File: config.mk
export PLATFORM = sky130hd
export DESIGN_NAME = tlul_xbar_mxn
export DESIGN_NICKNAME = d
export VERILOG_FILES = /design/src/rtl/tlul_xbar_mxn.sv
export SDC_FILE = /design/constraint.sdc
export NUM_CORES = 1
export LEC_CHECK = 0
export CAP_MARGIN = 20
export CORE_AREA = 5 5 692 694
export DETAILED_ROUTE_END_ITERATION = 6
export DIE_AREA = 0 0 697 699
export GPL_TIMING_DRIVEN = 0
export PLACE_DENSITY = 0.3
export SLEW_MARGIN = 15
export SYNTH_ARGS = -nofsm -noshare
export SYNTH_HDL_FRONTEND = slang
export SYNTH_SLANG_ARGS = --single-unit
export TNS_END_PERCENT = 50
File: constraint.sdc
create_clock -name clk_i -period 7.57 [get_ports clk_i]
set_input_delay 1.8925 -clock clk_i [delete_from_list [all_inputs] [get_ports clk_i]]
set_output_delay 1.8925 -clock clk_i [all_outputs]
set_load 0.03 [all_outputs]
File: src/rtl/tlul_xbar_mxn.sv
`default_nettype none
// ============================================================================
// Module   : tlul_xbar_mxn (plus package tlul_xbar_pkg)
// Purpose  : M-host by N-device TL-UL crossbar. Each host address is decoded
//            against a base/mask map (lowest device index wins on overlap).
//            Each device has its own arbiter, and each host allows one
//            outstanding request. Unmapped requests go to a per-host error
//            responder.
// Ports    : clk_i   - clock, rising edge
//            rst_ni  - synchronous active-low reset
//            tl_h_i  - host A channel + d_ready      [NumHosts]
//            tl_h_o  - host D channel + a_ready      [NumHosts]
//            tl_d_o  - device A channel + d_ready    [NumDevs]
//            tl_d_i  - device D channel + a_ready    [NumDevs]
// Config   : TLUL_XBAR_RR_ARB_EN - per-device round-robin arbitration
//            (default: fixed priority, lowest host index wins)
// Revision : 1.0 - initial release
// ============================================================================

package tlul_xbar_pkg;
    typedef struct packed {
        logic        a_valid;
        logic [2:0]  a_opcode;
        logic [2:0]  a_param;
        logic [1:0]  a_size;
        logic [7:0]  a_source;
        logic [31:0] a_address;
        logic [3:0]  a_mask;
        logic [31:0] a_data;
        logic        d_ready;
    } tl_h2d_t;

    typedef struct packed {
        logic        d_valid;
        logic [2:0]  d_opcode;
        logic [2:0]  d_param;
        logic [1:0]  d_size;
        logic [7:0]  d_source;
        logic        d_sink;
        logic [31:0] d_data;
        logic        d_error;
        logic        a_ready;
    } tl_d2h_t;

    localparam logic [2:0] c_OP_PUT_FULL    = 3'd0;
    localparam logic [2:0] c_OP_PUT_PARTIAL = 3'd1;
    localparam logic [2:0] c_OP_GET         = 3'd4;
    localparam logic [2:0] c_OP_ACK         = 3'd0;
    localparam logic [2:0] c_OP_ACK_DATA    = 3'd1;
endpackage

module tlul_xbar_mxn
    import tlul_xbar_pkg::*;
#(
    parameter int unsigned NumHosts = 2,
    parameter int unsigned NumDevs  = 11,
    parameter logic [31:0] AddrBase [NumDevs] = '{default: '0},
    parameter logic [31:0] AddrMask [NumDevs] = '{default: '0}
) (
    input  logic    clk_i,
    input  logic    rst_ni,
    input  tl_h2d_t tl_h_i [NumHosts],
    output tl_d2h_t tl_h_o [NumHosts],
    output tl_h2d_t tl_d_o [NumDevs],
    input  tl_d2h_t tl_d_i [NumDevs]
);

    localparam int unsigned HW = (NumHosts > 1) ? $clog2(NumHosts) : 1;
    localparam int unsigned DW = (NumDevs > 1) ? $clog2(NumDevs) : 1;

    localparam logic [0:0] c_H_IDLE = 1'b0;
    localparam logic [0:0] c_H_WAIT = 1'b1;
    localparam logic [0:0] c_D_IDLE = 1'b0;
    localparam logic [0:0] c_D_BUSY = 1'b1;

    logic [0:0]    host_state_q [NumHosts], host_state_d [NumHosts];
    logic          err_valid_q  [NumHosts], err_valid_d  [NumHosts];
    logic [2:0]    err_opcode_q [NumHosts], err_opcode_d [NumHosts];
    logic [1:0]    err_size_q   [NumHosts], err_size_d   [NumHosts];
    logic [7:0]    err_source_q [NumHosts], err_source_d [NumHosts];
    logic [0:0]    dev_state_q  [NumDevs],  dev_state_d  [NumDevs];
    logic [HW-1:0] dev_owner_q  [NumDevs],  dev_owner_d  [NumDevs];
`ifdef TLUL_XBAR_RR_ARB_EN
    logic [HW-1:0] rr_ptr_q     [NumDevs],  rr_ptr_d     [NumDevs];
`endif

    logic          host_hit  [NumHosts];
    logic [DW-1:0] host_dev  [NumHosts];
    logic          host_req  [NumHosts];
    logic          host_a_hs [NumHosts];
    logic          host_d_hs [NumHosts];
    logic          gnt_valid [NumDevs];
    logic [HW-1:0] gnt_idx   [NumDevs];

`ifdef TLUL_XBAR_RR_ARB_EN
    // Host index visited at step `off` of a search that starts at `ptr`.
    function automatic int unsigned rr_idx(input int unsigned ptr, input int unsigned off);
        return (ptr + off >= NumHosts) ? (ptr + off - NumHosts) : (ptr + off);
    endfunction
`endif

    // Decode loop runs downwards so the lowest matching device wins.
    always_comb begin : p_decode
        for (int h = 0; h < int'(NumHosts); h++) begin
            host_hit[h] = 1'b0;
            host_dev[h] = '0;
            for (int d = int'(NumDevs) - 1; d >= 0; d--) begin
                if ((tl_h_i[h].a_address & ~AddrMask[d]) == AddrBase[d]) begin
                    host_hit[h] = 1'b1;
                    host_dev[h] = DW'(d);
                end
            end
            host_req[h] = rst_ni && (host_state_q[h] == c_H_IDLE) &&
                          tl_h_i[h].a_valid && host_hit[h];
        end
    end

    // Grant is only issued by an IDLE device, so a BUSY device never
    // sees a_valid and never accepts a second host.
    always_comb begin : p_arb
        for (int d = 0; d < int'(NumDevs); d++) begin
            gnt_valid[d] = 1'b0;
            gnt_idx[d]   = '0;
            if (dev_state_q[d] == c_D_IDLE) begin
`ifdef TLUL_XBAR_RR_ARB_EN
                for (int i = 0; i < int'(NumHosts); i++) begin
                    if (!gnt_valid[d] &&
                        host_req[rr_idx(32'(rr_ptr_q[d]), 32'(i))] &&
                        (host_dev[rr_idx(32'(rr_ptr_q[d]), 32'(i))] == DW'(d))) begin
                        gnt_valid[d] = 1'b1;
                        gnt_idx[d]   = HW'(rr_idx(32'(rr_ptr_q[d]), 32'(i)));
                    end
                end
`else
                for (int h = int'(NumHosts) - 1; h >= 0; h--) begin
                    if (host_req[h] && (host_dev[h] == DW'(d))) begin
                        gnt_valid[d] = 1'b1;
                        gnt_idx[d]   = HW'(h);
                    end
                end
`endif
            end
        end
    end

    // An IDLE device always accepts D beats so stale responses drain.
    always_comb begin : p_dev_out
        for (int d = 0; d < int'(NumDevs); d++) begin
            tl_d_o[d] = '0;
            if (gnt_valid[d]) begin
                tl_d_o[d] = tl_h_i[gnt_idx[d]];
            end
            tl_d_o[d].d_ready = (dev_state_q[d] == c_D_BUSY) ?
                                tl_h_i[dev_owner_q[d]].d_ready : 1'b1;
        end
    end

    always_comb begin : p_host_out
        for (int h = 0; h < int'(NumHosts); h++) begin
            tl_h_o[h] = '0;
            if (err_valid_q[h]) begin
                tl_h_o[h].d_valid  = 1'b1;
                tl_h_o[h].d_opcode = err_opcode_q[h];
                tl_h_o[h].d_size   = err_size_q[h];
                tl_h_o[h].d_source = err_source_q[h];
                tl_h_o[h].d_error  = 1'b1;
            end else if (host_state_q[h] == c_H_WAIT) begin
                for (int d = 0; d < int'(NumDevs); d++) begin
                    if ((dev_state_q[d] == c_D_BUSY) && (dev_owner_q[d] == HW'(h))) begin
                        tl_h_o[h] = tl_d_i[d];
                    end
                end
            end
            tl_h_o[h].a_ready = 1'b0;
            if (host_state_q[h] == c_H_IDLE) begin
                if (!host_hit[h]) begin
                    tl_h_o[h].a_ready = 1'b1;
                end else if (gnt_valid[host_dev[h]] && (gnt_idx[host_dev[h]] == HW'(h))) begin
                    tl_h_o[h].a_ready = tl_d_i[host_dev[h]].a_ready;
                end
            end
            if (!rst_ni) begin
                tl_h_o[h].d_valid = 1'b0;
                tl_h_o[h].a_ready = 1'b0;
            end
            host_a_hs[h] = tl_h_i[h].a_valid && tl_h_o[h].a_ready;
            host_d_hs[h] = tl_h_o[h].d_valid && tl_h_i[h].d_ready;
        end
    end

    always_comb begin : p_next
        host_state_d = host_state_q;
        err_valid_d  = err_valid_q;
        err_opcode_d = err_opcode_q;
        err_size_d   = err_size_q;
        err_source_d = err_source_q;
        dev_state_d  = dev_state_q;
        dev_owner_d  = dev_owner_q;
`ifdef TLUL_XBAR_RR_ARB_EN
        rr_ptr_d     = rr_ptr_q;
`endif
        for (int h = 0; h < int'(NumHosts); h++) begin
            if ((host_state_q[h] == c_H_IDLE) && host_a_hs[h]) begin
                host_state_d[h] = c_H_WAIT;
            end else if ((host_state_q[h] == c_H_WAIT) && host_d_hs[h]) begin
                host_state_d[h] = c_H_IDLE;
            end
            if (err_valid_q[h] && tl_h_i[h].d_ready) begin
                err_valid_d[h] = 1'b0;
            end
            if (host_a_hs[h] && !host_hit[h]) begin
                err_valid_d[h]  = 1'b1;
                err_opcode_d[h] = (tl_h_i[h].a_opcode == c_OP_GET) ? c_OP_ACK_DATA : c_OP_ACK;
                err_size_d[h]   = tl_h_i[h].a_size;
                err_source_d[h] = tl_h_i[h].a_source;
            end
        end
        // A D handshake in BUSY only returns the device to IDLE; new
        // requests are arbitrated from the following cycle.
        for (int d = 0; d < int'(NumDevs); d++) begin
            if ((dev_state_q[d] == c_D_IDLE) && gnt_valid[d] && tl_d_i[d].a_ready) begin
                dev_state_d[d] = c_D_BUSY;
                dev_owner_d[d] = gnt_idx[d];
`ifdef TLUL_XBAR_RR_ARB_EN
                rr_ptr_d[d] = (gnt_idx[d] == HW'(NumHosts - 1)) ? '0 : gnt_idx[d] + 1'b1;
`endif
            end else if ((dev_state_q[d] == c_D_BUSY) && tl_d_i[d].d_valid &&
                         tl_h_i[dev_owner_q[d]].d_ready) begin
                dev_state_d[d] = c_D_IDLE;
            end
        end
    end

    always_ff @(posedge clk_i) begin
        if (!rst_ni) begin
            for (int h = 0; h < int'(NumHosts); h++) begin
                host_state_q[h] <= c_H_IDLE;
                err_valid_q[h]  <= 1'b0;
                err_opcode_q[h] <= '0;
                err_size_q[h]   <= '0;
                err_source_q[h] <= '0;
            end
            for (int d = 0; d < int'(NumDevs); d++) begin
                dev_state_q[d] <= c_D_IDLE;
                dev_owner_q[d] <= '0;
`ifdef TLUL_XBAR_RR_ARB_EN
                rr_ptr_q[d]    <= '0;
`endif
            end
        end else begin
            host_state_q <= host_state_d;
            err_valid_q  <= err_valid_d;
            err_opcode_q <= err_opcode_d;
            err_size_q   <= err_size_d;
            err_source_q <= err_source_d;
            dev_state_q  <= dev_state_d;
            dev_owner_q  <= dev_owner_d;
`ifdef TLUL_XBAR_RR_ARB_EN
            rr_ptr_q     <= rr_ptr_d;
`endif
        end
    end

endmodule
`default_nettype wire
; Word level (Yosys, flattened, before mapping)
; Index checks and enable logic that the tools add are counted.
[classes]
n_lt_le_gt_ge = 2
n_eq_ne = 2
muxes = 51
n_bitwise = 7
reduce_logical = 35
[op_table]
columns = op, count
row1 = $mux W86, 4
row2 = $mux W52, 4
row3 = $mux W33, 2
row4 = $logic_not A32 Y1, 2
row5 = $mux W1, 35
row6 = $logic_and A1 B1 Y1, 26
row7 = $mux W10, 2
row8 = $reduce_bool A2 Y1, 5
row9 = $mux W4, 2
row10 = $eq A3 B3 Y1 const B, 2
row11 = $mux W3, 2
row12 = $not A1 Y1, 5
row13 = $ge A2 B2 Y1 const B, 2
row14 = $not A1 Y2, 2
row15 = $logic_not A1 Y1, 2
[word_totals]
ff_bits = 32
out_inout_bits = 1050
word_cells = 109

; Logic depth before layout (Yosys ltp)
; Gate-level depths: netlist (run 1).
[logic_depth]
depth_word = 16
ltp_mapped = 6

; Worst setup path after synthesis (run 1)
; OpenSTA, ideal clock, no wires.
[synth_timing]
path_kind = input-to-output
startpoint = in rst_ni
endpoint = out tl_h_o[0] (netlist name)
arrival_time_ns = 3.495
t_required_ns = 5.677
setup_slack_ns = 2.183
cell_stages = 6
n_path_buf = 3
cell_sequence = clkbuf_1 > nand3b_1 > clkbuf_1 > buf_1 > nor3_1 > o21ai_0
[synth_lines]
columns = item, line_no
row1 = from (decl), 61  ; input logic rst_ni,
row2 = to (decl), 63  ; output tl_d2h_t tl_h_o [NumHosts],

==> results of run 1 <==
area by class of cell:
cell class                      count  area, um^2  share of cell area, %
Tap cell                         6247        7820                   30.4
Buffer                            946        6990                   27.2
Multi-Input combinational cell   1255        5950                   23.2
Timing Repair Buffer              401        4160                   16.2
Sequential cell                    28         561                   2.18
Inverter                           24        90.1                  0.351
Clock buffer                        3        75.1                  0.292
Clock inverter                      1        30.0                  0.117
Antenna cell                        8        20.0                 0.0779
metal layers:
layer | GRT usage, % | part of all wire (%)
met1 | 5.33 | 40
met5 | 0 | 0.33
met4 | 0.186 | 0.76
met3 | 2.68 | 13
met2 | 7.70 | 46
sequential cells by signal, indices dropped and copies added, names as in the netlist:
| name | flops |
|---|---|
| dev_owner_q | 1 |
| err_size_q | 4 |
| err_opcode_q | 2 |
| err_valid_q | 2 |
| dev_state_q | 1 |
| host_state_q | 2 |
| err_source_q | 16 |
cells by family after synthesis:
family          after synthesis
other cells                   2
buf+inv                     970
mux                          23
simple gates                249
flops                        28
compound gates               91
cells in the final DEF (no fill, tap or decap), types with 22 or more instances in the layout:
cell type	count
a31o_1	52
inv_1	24
conb_1	892
a22o_1	22
clkdlybuf4s50_1	345
nor4_1	61
nand2b_1	53
clkbuf_1	31
nand2_1	28
mux2i_1	23
and2_1	76
buf_4	898
dfxtp_1	28
through the flow:
stage / power, mW / setup WS, ps / area, um^2 / TNS [ps]
after floorplan: 1.15 / 2180 / 13500 / 0
after global placement: 1.37 / -3130 / 25100 / -91210
after detailed placement: 1.37 / -1240 / 25500 / -30980
after CTS: 1.55 / 33.2 / 25700 / 0
after global routing: 1.66 / -21.8 / 25700 / -33.3
final: 1.57 / 161 / 25700 / 0
worst paths after layout:
kind | slack (ps) | depth (start not counted) | end | startpoint
setup / recovery | 160 | 10 | tl_d_o[890] | tl_h_i[150]
hold / removal | 460 | 2 | err_size_q[3] | err_size_q[3]
setup reg to reg | 5200 | 5 | err_opcode_q[3] | host_state_q[1]
hold reg to reg | 460 | 2 | err_size_q[3] | err_size_q[3]
worst register-to-register path, cell delays in order (launching register included):
cell and delay [ps]:
dfxtp_1 500, nand3b_1 230, clkbuf_2 550, o21bai_1 320, buf_2 470, mux2i_1 230
power by group through the flow:
stage / registers (mW) / clock network, mW / logic (mW)
3_5_place_dp: 0.174 / 0 / 1.20
6_report: 0.170 / 0.172 / 1.23
2_1_floorplan: 0.168 / 0 / 0.982
3_3_place_gp: 0.174 / 0 / 1.19
5_1_grt: 0.172 / 0.186 / 1.30
4_1_cts: 0.171 / 0.183 / 1.20
repair_timing:
item	CTS	global route
pin swaps	3	1
setup endpoints to repair	55	6
gates cloned	0	0
setup buffers	4	0
resized for setup	65	1
==> impl_metrics.csv, run 1 <==
group,metric,value,unit
pwr,clockPowerShare,11.0,%
timing,clock_skew,5.49,ps
timing,finalHoldViolations,0,
logic_synthesis,synth_mux_area_share,2.27,%
setup_path,worstSetupPathType,"in2out",
logic_synthesis,synth_compound_area_share,7.59,%
pwr,ir_drop,122,uV
finish,final_util,5.44,%
logic_synthesis,synth_top_cell_by_area,"buf_4",
pwr,power_switching,0.864,mW
global_routing,grt_antenna_before_repair,78,
floorplan,die-area,0.487,mm^2
clock_network,clock_path_buffers,2,
floorplan,fp-row-count,253,
setup_path,critPathLaunchType,"input port",
routing,ant_nets,0,
timing,worstMarginPinSlew,998,ps
setup_path,cp_cell_sequence,"clkdlybuf4s50_1 > nor4_2 > nand4_1 > buf_16 > clkbuf_4 > clkbuf_1 > nor4_1 > a31o_1 > clkdlybuf4s50_1 > buf_16",
floorplan,die_w,697,um
routing,vias,10500,
setup_path,end_kind,"primary output",
flow_run,cap_violations,0,
global_routing,grt_usage,4.61,%
timing,drv_slew,0,
timing,relSlewSlack,33.4,%
run_status,status,"completed",
timing,finalCritPeriodShare,97.9,%
timing,setup_viol,0,
finish,fillCellCount,56000,
pwr,internal_power,0.708,mW
routing,drc,0,
logic_synthesis,yosys.area_share.simple,15.2,%
finish,area_delta_synth_final,153,%
global_routing,grt_pass1_vias,9850,
routing,drt-wirelength-per-cell,13.4,um
logic_synthesis,synth.top_cell.area_share,66.0,%
clock_network,cts_sinks,28,
setup_path,critPathBufInv,6,
setup_path,critPathMaxFanout,10,
pwr,switching_share,54.9,%
pwr,pwr-share-seq,10.8,%
timing,rsz0062_at_grt,"true",
finish,fin_cells,8913,
clock_network,cts_hold_buf,0,
hold_path,holdCritPathClass,"reg2reg",
placed_design,gp_congestion,0.728,
pwr,combPwrFrac,78.3,%
logic_synthesis,synthXorXnorAreaFrac,0,%
global_routing,grt_overflow_total,0,
logic_synthesis,yosys_warnings,0,
logic_synthesis,synthAdderAreaFrac,0,%
clock_network,numCtsBuffers,3,
routing,dr.pass1.iters,4,
pwr,leakage,11.0,nW
finish,drive_gt1_share,36.6,%
finish,final_nets,3405,
logic_synthesis,yosysSeqAreaShare,5.52,%
timing,whs,461,ps
placed_design,numPortBuffers,382,
logic_synthesis,synthTopCellsByArea,"buf_4 (66%), dfxtp_1 (5.5%), and2_1 (4.7%)",
timing,fmax,135,MHz
clock_network,insertion_delay,280,ps
clock_network,clkSlewWorstSetupHoldPaths,90,ps
setup_path,cp_data_arrival_time,5520,ps
global_routing,grt_pass1_wl,139000,um
logic_synthesis,async_reset_ff_share,0,%
routing,via_per_inst,1.17,
pwr,power_density,61.2,mW/mm^2
placed_design,hpwl,116000,um
logic_synthesis,synth_common_cells,"buf_4 (893), and2_1 (76), nor4_1 (64)",
clock_network,cts_tree,"done",
placed_design,placed_cells,8897,
floorplan,start_util,2.15,%
logic_synthesis,syn_area,0.0102,mm^2
logic_synthesis,syn_inst,1363,
routing,detail_route.wirelength,119000,um
clock_network,cts-root-buf,"clkbuf_16",
global_routing,grt_max_degree,17,
logic_synthesis,synth_edf_count,0,
routing,drtIter0Drc,209,
setup_path,cp_slowest_cell,"clkdlybuf4s50_1",
floorplan,fp.coreArea,0.473,mm^2
setup_path,cp_top_family,"buffers and inverters",
logic_synthesis,ys_types,38,
logic_synthesis,syn_avg_cell_area,7.45,um^2
timing,min_period,7410,ps
floorplan,io_pins,1796,
floorplan,die_h,699,um
logic_synthesis,ys_seq_elements,28,
setup_path,worst_ep_required_time,5680,ps
clock_network,h-tree-depth,1,
logic_synthesis,synth_top_family_by_area,"buffers and inverters",
logic_synthesis,synth.most_common_cell,"buf_4",
logic_synthesis,ys.flop_type,"dfxtp_1",
setup_path,slowest_delay,610,ps
(Power assumes the default switching activity.)
==> inputs of run 2 (changes only) <==
--- a/config.mk
+++ b/config.mk
@@ -6,9 +6,9 @@
 export NUM_CORES = 1
 export LEC_CHECK = 0
 export CAP_MARGIN = 20
-export CORE_AREA = 5 5 692 694
+export CORE_AREA = 5 5 697 699
 export DETAILED_ROUTE_END_ITERATION = 6
-export DIE_AREA = 0 0 697 699
+export DIE_AREA = 0 0 702 704
 export GPL_TIMING_DRIVEN = 0
 export PLACE_DENSITY = 0.3
 export SLEW_MARGIN = 15
==> constraint.sdc (replaced) <==
create_clock -name clk_i -period 6.12 [get_ports clk_i]
set_input_delay 1.53 -clock clk_i [delete_from_list [all_inputs] [get_ports clk_i]]
set_output_delay 1.53 -clock clk_i [all_outputs]
set_load 0.03 [all_outputs]
==> impl_metrics.csv, run 2 (synthesis results as in run 1) <==
group,metric,value,unit
global_routing,grt_max_degree,15,
global_routing,grt_pass1_vias,9391,
timing,setup_slack,160,ps
routing,drc,0,
routing,vias,10200,
pwr,ir_drop,62.3,uV
timing,whs,464,ps
finish,largest_reg_flops,16,
timing,worstMarginPinSlew,1090,ps
setup_path,end_kind,"primary output",
global_routing,grt_antenna_before_repair,56,
routing,dr.pass1.iters,4,
setup_path,critPathMaxFanout,7,
floorplan,fp-row-count,254,
hold_path,whs_endpoint,"err_source_q[12]",
clock_network,cts_tree,"done",
floorplan,die_w,702,um
finish,final_nets,3404,
clock_network,h-tree-depth,1,
pwr,pwr-share-seq,12.4,%
setup_path,reg2reg_from,"host_state_q[1]",
finish,final_area,0.0269,mm^2
timing,setup_viol,0,
setup_path,worstSetupPathType,"in2out",
hold_path,holdCritStartpoint,"err_source_q[12]",
timing,finalHoldViolations,0,
clock_network,clkSlewWorstSetupHoldPaths,80,ps
finish,layout_common_cells,"buf_4 (901), conb_1 (892), clkdlybuf4s50_1 (290)",
routing,ant_nets,0,
global_routing,grt_usage,4.59,%
timing,min_period,5960,ps
routing,detail_route.wirelength,120000,um
pwr,internal_power,0.823,mW
global_routing,grt_overflow_total,0,
timing,fmax,168,MHz
setup_path,r2r_cells,5,
finish,final_util,5.62,%
timing,fin_tns_setup,0,ps
setup_path,r2r-end,"err_size_q[3]",
finish,top_register,"err_source_q",
clock_network,insertion_delay,280,ps
floorplan,die-area,0.494,mm^2
routing,via_per_inst,1.13,
routing,drtIter0Drc,258,
floorplan,die_h,704,um
setup_path,worst_ep_required_time,4590,ps
placed_design,hpwl,115000,um
floorplan,fp.coreArea,0.478,mm^2
floorplan,start_util,2.12,%
placed_design,place_ws,-2690,ps
run_status,status,"completed",
placed_design,placed_cell_area,0.0256,mm^2
finish,drive_gt1_share,41.5,%
global_routing,grt_pass1_wl,138000,um
placed_design,numPortBuffers,382,
pwr,switching_share,57.3,%
finish,area_delta_synth_final,165,%
pwr,power_switching,1.10,mW
timing,drv_slew,0,
flow_run,cap_violations,0,
clock_network,cts-root-buf,"clkbuf_16",
clock_network,cts_sinks,28,
pwr,power_density,71.7,mW/mm^2
finish,top_regs,"err_source_q x16, err_size_q x4",
timing,finalCritPeriodShare,97.4,%
pwr,combPwrFrac,79.5,%
floorplan,io_pins,1796,
placed_design,gp_congestion,0.720,
timing,relSlewSlack,27.2,%
clock_network,clock_path_buffers,2,
setup_path,cp_data_arrival_time,4430,ps
routing,drt-wirelength-per-cell,13.2,um
pwr,clockPowerShare,8.2,%
timing,clock_skew,7.84,ps
clock_network,cts_hold_buf,0,
hold_path,whs_path_depth,2,
clock_network,numCtsBuffers,3,
setup_path,critPathLaunchType,"input port",
timing,rsz0062_at_grt,"true",
finish,final_common_cell,"buf_4",
hold_path,holdCritPathClass,"reg2reg",
setup_path,critPathLaunch,"tl_h_i[56]",
setup_path,r2r_slack,3740,ps
pwr,leakage,11.4,nW
run 2: changes by cell type in the layout (fill, tap and decap cells not counted), sizes merged:
cell	delta
clkdlybuf4s50	-55
buf	+49
diode	+13
clkdlybuf4s15	+3
bufinv	-1
clkbuf	+1
or3	+1
run 2: final cells by class:
| class | count | area (um^2) |
|---|---|---|
| diodes | 21 | 52.6 |
| flip-flops and latches | 28 | 561 |
| plain buffers | 944 | 7110 |
| clock buffers | 3 | 75.1 |
| well taps | 6400 | 8010 |
| inverters | 24 | 90.1 |
| multi-input cells | 1256 | 6600 |
| repair buffers | 401 | 4370 |
| fillers | 56800 | 451000 |
run 2: power groups by stage:
stage	clock network (mW)	registers [mW]	logic (mW)
final	0.157	0.238	1.53
after global routing	0.170	0.241	1.63
after CTS	0.166	0.239	1.50
after detailed placement	0	0.243	1.49
after global placement	0	0.243	1.48
after floorplan	0	0.208	1.21
run 2: worst max path at each step:
stage,slack [ps],cells past startpoint,to
finish,160,9,tl_d_o[865]
global route,-30,9,tl_d_o[941]
CTS,-70,7,tl_h_o[0]
detailed placement,-2690,9,tl_d_o[872]
global placement,-3430,7,tl_d_o[867]
floorplan,1460,6,tl_h_o[0]
run 2: routing by layer:
layer  track usage [%]  up-vias  routed length, um
met1              4.44     4003              39500
met2              8.21      880              59400
met5                 0        -                172
met3              3.26       89              20300
met4             0.391       30                798
li1                  -     5221                  -
run 2: repair_timing:
item                       4_1_cts  5_1_grt
setup endpoints to repair       55       16
pin swaps                       27        2
setup buffers                    8        0
resized for setup              524       10
cloned                           6        0
run 2: critical path, cell delays in order:
cell and delay [ps]:
clkdlybuf4s50_1 440, nor4_2 500, nand4_4 530, nor4_4 480, buf_12 190, buf_12 120, buf_16 130, a31o_1 190
buf_12 160
run 2: stage by stage:
step | power [mW] | cells
2_1_floorplan | 1.42 | 2253
3_3_place_gp | 1.73 | 9035
3_5_place_dp | 1.73 | 9048
4_1_cts | 1.90 | 9056
5_1_grt | 2.04 | 9059
6_report | 1.93 | 9077
